$ cat config.mk
export PLATFORM = sky130hd
export DESIGN_NAME = pong_game_ctrl
export DESIGN_NICKNAME = d
export VERILOG_FILES = /design/src/rtl/pong_game_ctrl.sv
export SDC_FILE = /design/constraint.sdc
export NUM_CORES = 1
export LEC_CHECK = 0
export CAP_MARGIN = 40
export CORE_MARGIN = 3
export CORE_UTILIZATION = 40
export DETAILED_ROUTE_END_ITERATION = 8
export GPL_TIMING_DRIVEN = 0
export PLACE_DENSITY_LB_ADDON = 0.2
export SKIP_LAST_GASP = 1
export SYNTH_ARGS = -nofsm -noshare
export SYNTH_HDL_FRONTEND = slang
export SYNTH_SLANG_ARGS = --single-unit
$ cat constraint.sdc
create_clock -name clk -period 4.53 [get_ports clk]
set_input_delay 0.906 -clock clk [delete_from_list [all_inputs] [get_ports clk]]
set_output_delay 0.906 -clock clk [all_outputs]
set_load 0.05 [all_outputs]
$ cat src/rtl/pong_game_ctrl.sv
// Pong game sequencer: game state machine, BCD score, ball reserve and pause timer.
// All outputs come straight from registers so the pixel path sees no glitches.
module pong_game_ctrl #(
    parameter int unsigned BALLS_INIT  = 3,
    parameter int unsigned TIMER_TICKS = 120
) (
    input  logic       clk,
    input  logic       rst_n,
    input  logic       refr_tick,
    input  logic [1:0] btn,
    input  logic       hit,
    input  logic       miss,
    output logic [3:0] dig0,
    output logic [3:0] dig1,
    output logic [1:0] ball,
    output logic [3:0] text_sel,
    output logic       graph_still,
    output logic       timer_up
);

    localparam int unsigned TW = 7;
    localparam int unsigned BW = 2;

    localparam logic [3:0] TXT_NEWGAME = 4'b0111;
    localparam logic [3:0] TXT_PLAY    = 4'b0001;
    localparam logic [3:0] TXT_OVER    = 4'b1001;

    typedef enum logic [1:0] {
        S_NEWGAME = 2'd0,
        S_PLAY    = 2'd1,
        S_NEWBALL = 2'd2,
        S_OVER    = 2'd3
    } state_t;

    state_t          state_q;
    logic [3:0]      dig0_q, dig1_q;
    logic [3:0]      dig0_d, dig1_d;
    logic [BW-1:0]   ball_q;
    logic [TW-1:0]   timer_q, timer_d;
    logic [3:0]      text_sel_q;
    logic            graph_still_q;
    logic            timer_up_q;
    logic            timer_load_c;

    // BCD increment of the score, wrapping 99 -> 00
    always_comb begin
        dig0_d = dig0_q + 4'd1;
        dig1_d = dig1_q;
        if (dig0_q >= 4'd9) begin
            dig0_d = 4'd0;
            dig1_d = (dig1_q >= 4'd9) ? 4'd0 : dig1_q + 4'd1;
        end
    end

    // Pause timer: a load on a miss wins over the per-frame decrement
    always_comb begin
        timer_load_c = (state_q == S_PLAY) && miss;
        timer_d      = timer_q;
        if (timer_load_c) begin
            timer_d = TW'(TIMER_TICKS);
        end else if (refr_tick && (timer_q != '0)) begin
            timer_d = timer_q - TW'(1);
        end
    end

    always_ff @(posedge clk or negedge rst_n) begin
        if (!rst_n) begin
            state_q       <= S_NEWGAME;
            dig0_q        <= 4'd0;
            dig1_q        <= 4'd0;
            ball_q        <= BW'(BALLS_INIT);
            timer_q       <= '0;
            timer_up_q    <= 1'b1;
            text_sel_q    <= TXT_NEWGAME;
            graph_still_q <= 1'b1;
        end else begin
            timer_q    <= timer_d;
            timer_up_q <= (timer_d == '0);
            case (state_q)
                S_NEWGAME: begin
                    if (btn != 2'b00) begin
                        state_q       <= S_PLAY;
                        dig0_q        <= 4'd0;
                        dig1_q        <= 4'd0;
                        ball_q        <= BW'(BALLS_INIT - 1);
                        text_sel_q    <= TXT_PLAY;
                        graph_still_q <= 1'b0;
                    end
                end
                S_PLAY: begin
                    // miss beats a coincident hit, leaving the score untouched
                    if (miss) begin
                        graph_still_q <= 1'b1;
                        if (ball_q == '0) begin
                            state_q    <= S_OVER;
                            text_sel_q <= TXT_OVER;
                        end else begin
                            state_q    <= S_NEWBALL;
                            ball_q     <= ball_q - BW'(1);
                            text_sel_q <= TXT_PLAY;
                        end
                    end else if (hit) begin
                        dig0_q <= dig0_d;
                        dig1_q <= dig1_d;
                    end
                end
                S_NEWBALL: begin
                    if ((timer_q == '0) && (btn != 2'b00)) begin
                        state_q       <= S_PLAY;
                        text_sel_q    <= TXT_PLAY;
                        graph_still_q <= 1'b0;
                    end
                end
                S_OVER: begin
                    if (timer_q == '0) begin
                        state_q       <= S_NEWGAME;
                        ball_q        <= BW'(BALLS_INIT);
                        text_sel_q    <= TXT_NEWGAME;
                        graph_still_q <= 1'b1;
                    end
                end
                default: state_q <= S_NEWGAME;
            endcase
        end
    end

    assign dig0        = dig0_q;
    assign dig1        = dig1_q;
    assign ball        = ball_q;
    assign text_sel    = text_sel_q;
    assign graph_still = graph_still_q;
    assign timer_up    = timer_up_q;

endmodule
==> metrics.md, run 1 <==
| Metric | Value |
|---|---|
| Outcome | complete, no violations |
| # rows | 20 |
| Syn Inst Count | 141 |
| Reg area | 582 µm² |
| RSZ-0062 raised after global routing | no |
| Multi-input logic area | 687 µm² |
| Critical Path Start Type | flop |
| Slew headroom | 61.6% |
| Synth async-reset ratio | 100% |
| Top cells by area, synth | dfrtp_1 (34%), dfstp_2 (9.9%), ha_1 (8.5%) |
| Final Max Tran Viols | 0 |
| Synthesis Warnings | 0 |
| Total core area | 3100 µm² |
| Setup crit end kind | output pin |
| IO Pins | 23 |
| Via count | 1070 |
| Root Buffer | clkbuf_4 |
| Cts repair resizes | 0 |
| Post-synth top area cell | dfrtp_1 |
| Final number of hold-violating endpoints | 0 |
| Cell Chain, Critical Path | buf_4, clkdlybuf4s50_1 |
| FMAX | 0.378 GHz |
| Top cells by count, synth | dfrtp_1 (18), nor2_1 (12), o21ai_0 (12) |
| Post-route minimum period | 2.65 ns |
| Top cell type's share of synthesized area | 33.8% |
| First-pass GRT wire length | 4670 µm |
| Power Density | 587 nW/µm² |
| Initial Utilization | 42.9% |
| Postcts setup bufs | 0 |
| Slowest CP cell | clkdlybuf4s50_1 |
| Clk sinks | 23 |
| Final setup viols | 0 |
| Yosys reg bits | 23 |
| Crit path kind | reg2out |
| Final Net Count | 184 |
| Slowest stage delay, CP | 0.78 ns |
| Detail Placement HPWL | 2010 µm |
| Layout cells sized above 1 | 10.8% |
| Clk slew on worst S/H paths | 0.13 ns |
| Routability cong. | 0.899 |
| I/O Buffers | 21 |
| Clock latency on the worst-skew pair | 0.30 ns |
| Syn Area/Cell | 9.45 µm² |
| Fin cells | 211 |
| Worst Tran Pin Value | 0.574 ns |
| Die height | 63.7 µm |
| Per-cell routed wire length | 12.4 µm |
| Drt total wl | 2610 µm |
| Die width | 63.7 µm |
| Ys flop type | dfrtp_1 |
| Iter 0 DRT Violations | 36 |
| Most common cell in the synthesized netlist | dfrtp_1 |
| Number of hold buffers added after cts | 0 |
| Final critical-path share of the clock period | 58.4% |
| Antenna-violating nets left | 0 |
| GRT Total Usage | 14.0% |
| DRC | 0 |
| Leakage | 0.656 nW |
| Pre-antenna DRT Iters | 4 |
| Synthesized area | 1330 µm² |
| Worst endpoint required time | 3.62 ns |
| CTS tree | built |
| Sequential cell area fraction in the yosys report | 43.7% |
| Initial antenna violation count | 0 |
| Post-synth EDFFs | 0 |
| TNS Setup | 0 ns |
| Largest net degree at the start of global routing | 14 |
| Setup Skew | 0.00712 ns |
| # diodes | 0 |
| Worst Path Arrival | 1.74 ns |
| Vias in the first global route | 1056 |
| Worst vdd ir | 0.212 mV |
| Bufs on Longest Clock Path | 2 |
| Max-Cap Viols | 0 |
| Worst-path maximum fanout | 3 |
| GRT overflow | 0 |
| Syn Nets | 157 |
| Dpl cells | 207 |
| P&R area growth vs syn | 23.0% |
| Total CTS buffers | 3 |
| DR vias/cell | 5.07 |
| Die area | 4060 µm² |
| Synth cell types | 44 |
| CTS H-tree lvls | 1 |
| Hold crit path type | reg2reg |
| Layout fillers | 329 |
layout make-up:
cell class	count	area share (%)
buffer	5	1.60
tap	44	3.36
sequential	23	35.5
timing repair buffer	22	13.7
clock buffer	4	1.60
inverter	10	2.29
multi-input combinational	103	41.9
routing by layer:
metal | track usage, % | routed length, µm | vias up
li1 | - | - | 541
met1 | 17.7 | 1270 | 508
met2 | 24.9 | 1250 | 19
met3 | 1.96 | 82 | 2
met4 | 3.23 | 14 | 0
met5 | 0 | 0 | -
critical path: cells and delay by family, from the launching register on:
kind                   cells  cell delay [ns]
buffers and inverters      2             0.88
flip-flops                 1             0.56
registers in the layout, summed over array words and instances, names as in the netlist:
signal and cells:
dig1 4, dig0 4, timer_up 1, timer_q 7, text_sel 2, state_q 2
graph_still 1, ball 2
placed cells by master (no fill, tap or decap), types with 3 or more instances in the layout:
cell / synthesis / layout
clkbuf_1: 3 / 4
nand2_1: 9 / 9
nand3b_1: 3 / 3
nand3_1: 4 / 4
nor2_1: 12 / 12
dfstp_2: 5 / 5
dfrtp_1: 18 / 18
o21ai_0: 12 / 12
nor3b_1: 3 / 3
nand2b_1: 4 / 4
clkdlybuf4s50_1: 0 / 21
a21oi_1: 7 / 7
ha_1: 9 / 9
inv_1: 10 / 10
clkbuf_4: 0 / 3
path summary, 6_finish.rpt:
check	startpoint	endpoint	slack, ns	depth (start not counted)
worst min-delay path	ball[0]	ball[0]	0.52	2
worst max register to register	timer_q[0]	graph_still	2.30	6
max in group asynchronous	rst_n	graph_still	3.00	2
worst min register to register	ball[0]	ball[0]	0.52	2
worst max-delay path	text_sel[2]	text_sel[2]	1.88	2
min in group asynchronous	rst_n	dig0[0]	0.95	1
where the power goes:
group	total [mW]	internal, mW	switching [mW]
logic	0.516	0.207	0.309
clock network	0.0931	0.0343	0.0588
registers	0.353	0.287	0.0661
total	0.962	0.528	0.434
stage by stage:
stage	worst slack, ns	power, mW	hold WS [ns]	area (µm²)	util [%]
3_5_place_dp	1.97	0.875	0.509	1610	52.0
6_report	1.88	0.962	0.517	1640	52.8
5_1_grt	1.82	1.04	0.541	1640	52.8
3_3_place_gp	1.94	0.855	0.468	1600	51.5
2_1_floorplan	2.44	0.731	0.480	1330	-
4_1_cts	1.87	0.973	0.528	1640	52.8
logic make-up (layout without fill, tap and decap cells):
| family | after synthesis | after routing | share of synthesized area, % |
|---|---|---|---|
| AOI/OAI and AO/OA | 36 | 36 | 16.9 |
| xor gates and xnor gates | 4 | 4 | 2.63 |
| adders and majority gates | 9 | 9 | 8.45 |
| buffers and inverters | 15 | 41 | 4.79 |
| DFF | 23 | 23 | 43.7 |
| muxes | 3 | 3 | 2.82 |
| other | 1 | 1 | 0.281 |
| and+or+nand+nor | 50 | 50 | 20.5 |
(Power assumes the default switching activity.)
==> inputs of run 2 (changes only) <==
==> constraint.sdc (replaced) <==
create_clock -name clk -period 2.65 [get_ports clk]
set_input_delay 0.53 -clock clk [delete_from_list [all_inputs] [get_ports clk]]
set_output_delay 0.53 -clock clk [all_outputs]
set_load 0.05 [all_outputs]
==> results of run 2 <==
The final DEF is identical to that of run 1. Status: complete, no violations.
Main changes from that run: setup slack after placement 1.97 ns -> 0.426 ns; setup slack after layout 1.88 ns -> 0.379 ns; register-to-register setup slack 2.30 ns -> 0.42 ns; total power 0.962 mW -> 1.64 mW; worst IR drop on VDD 0.212 mV -> 0.362 mV
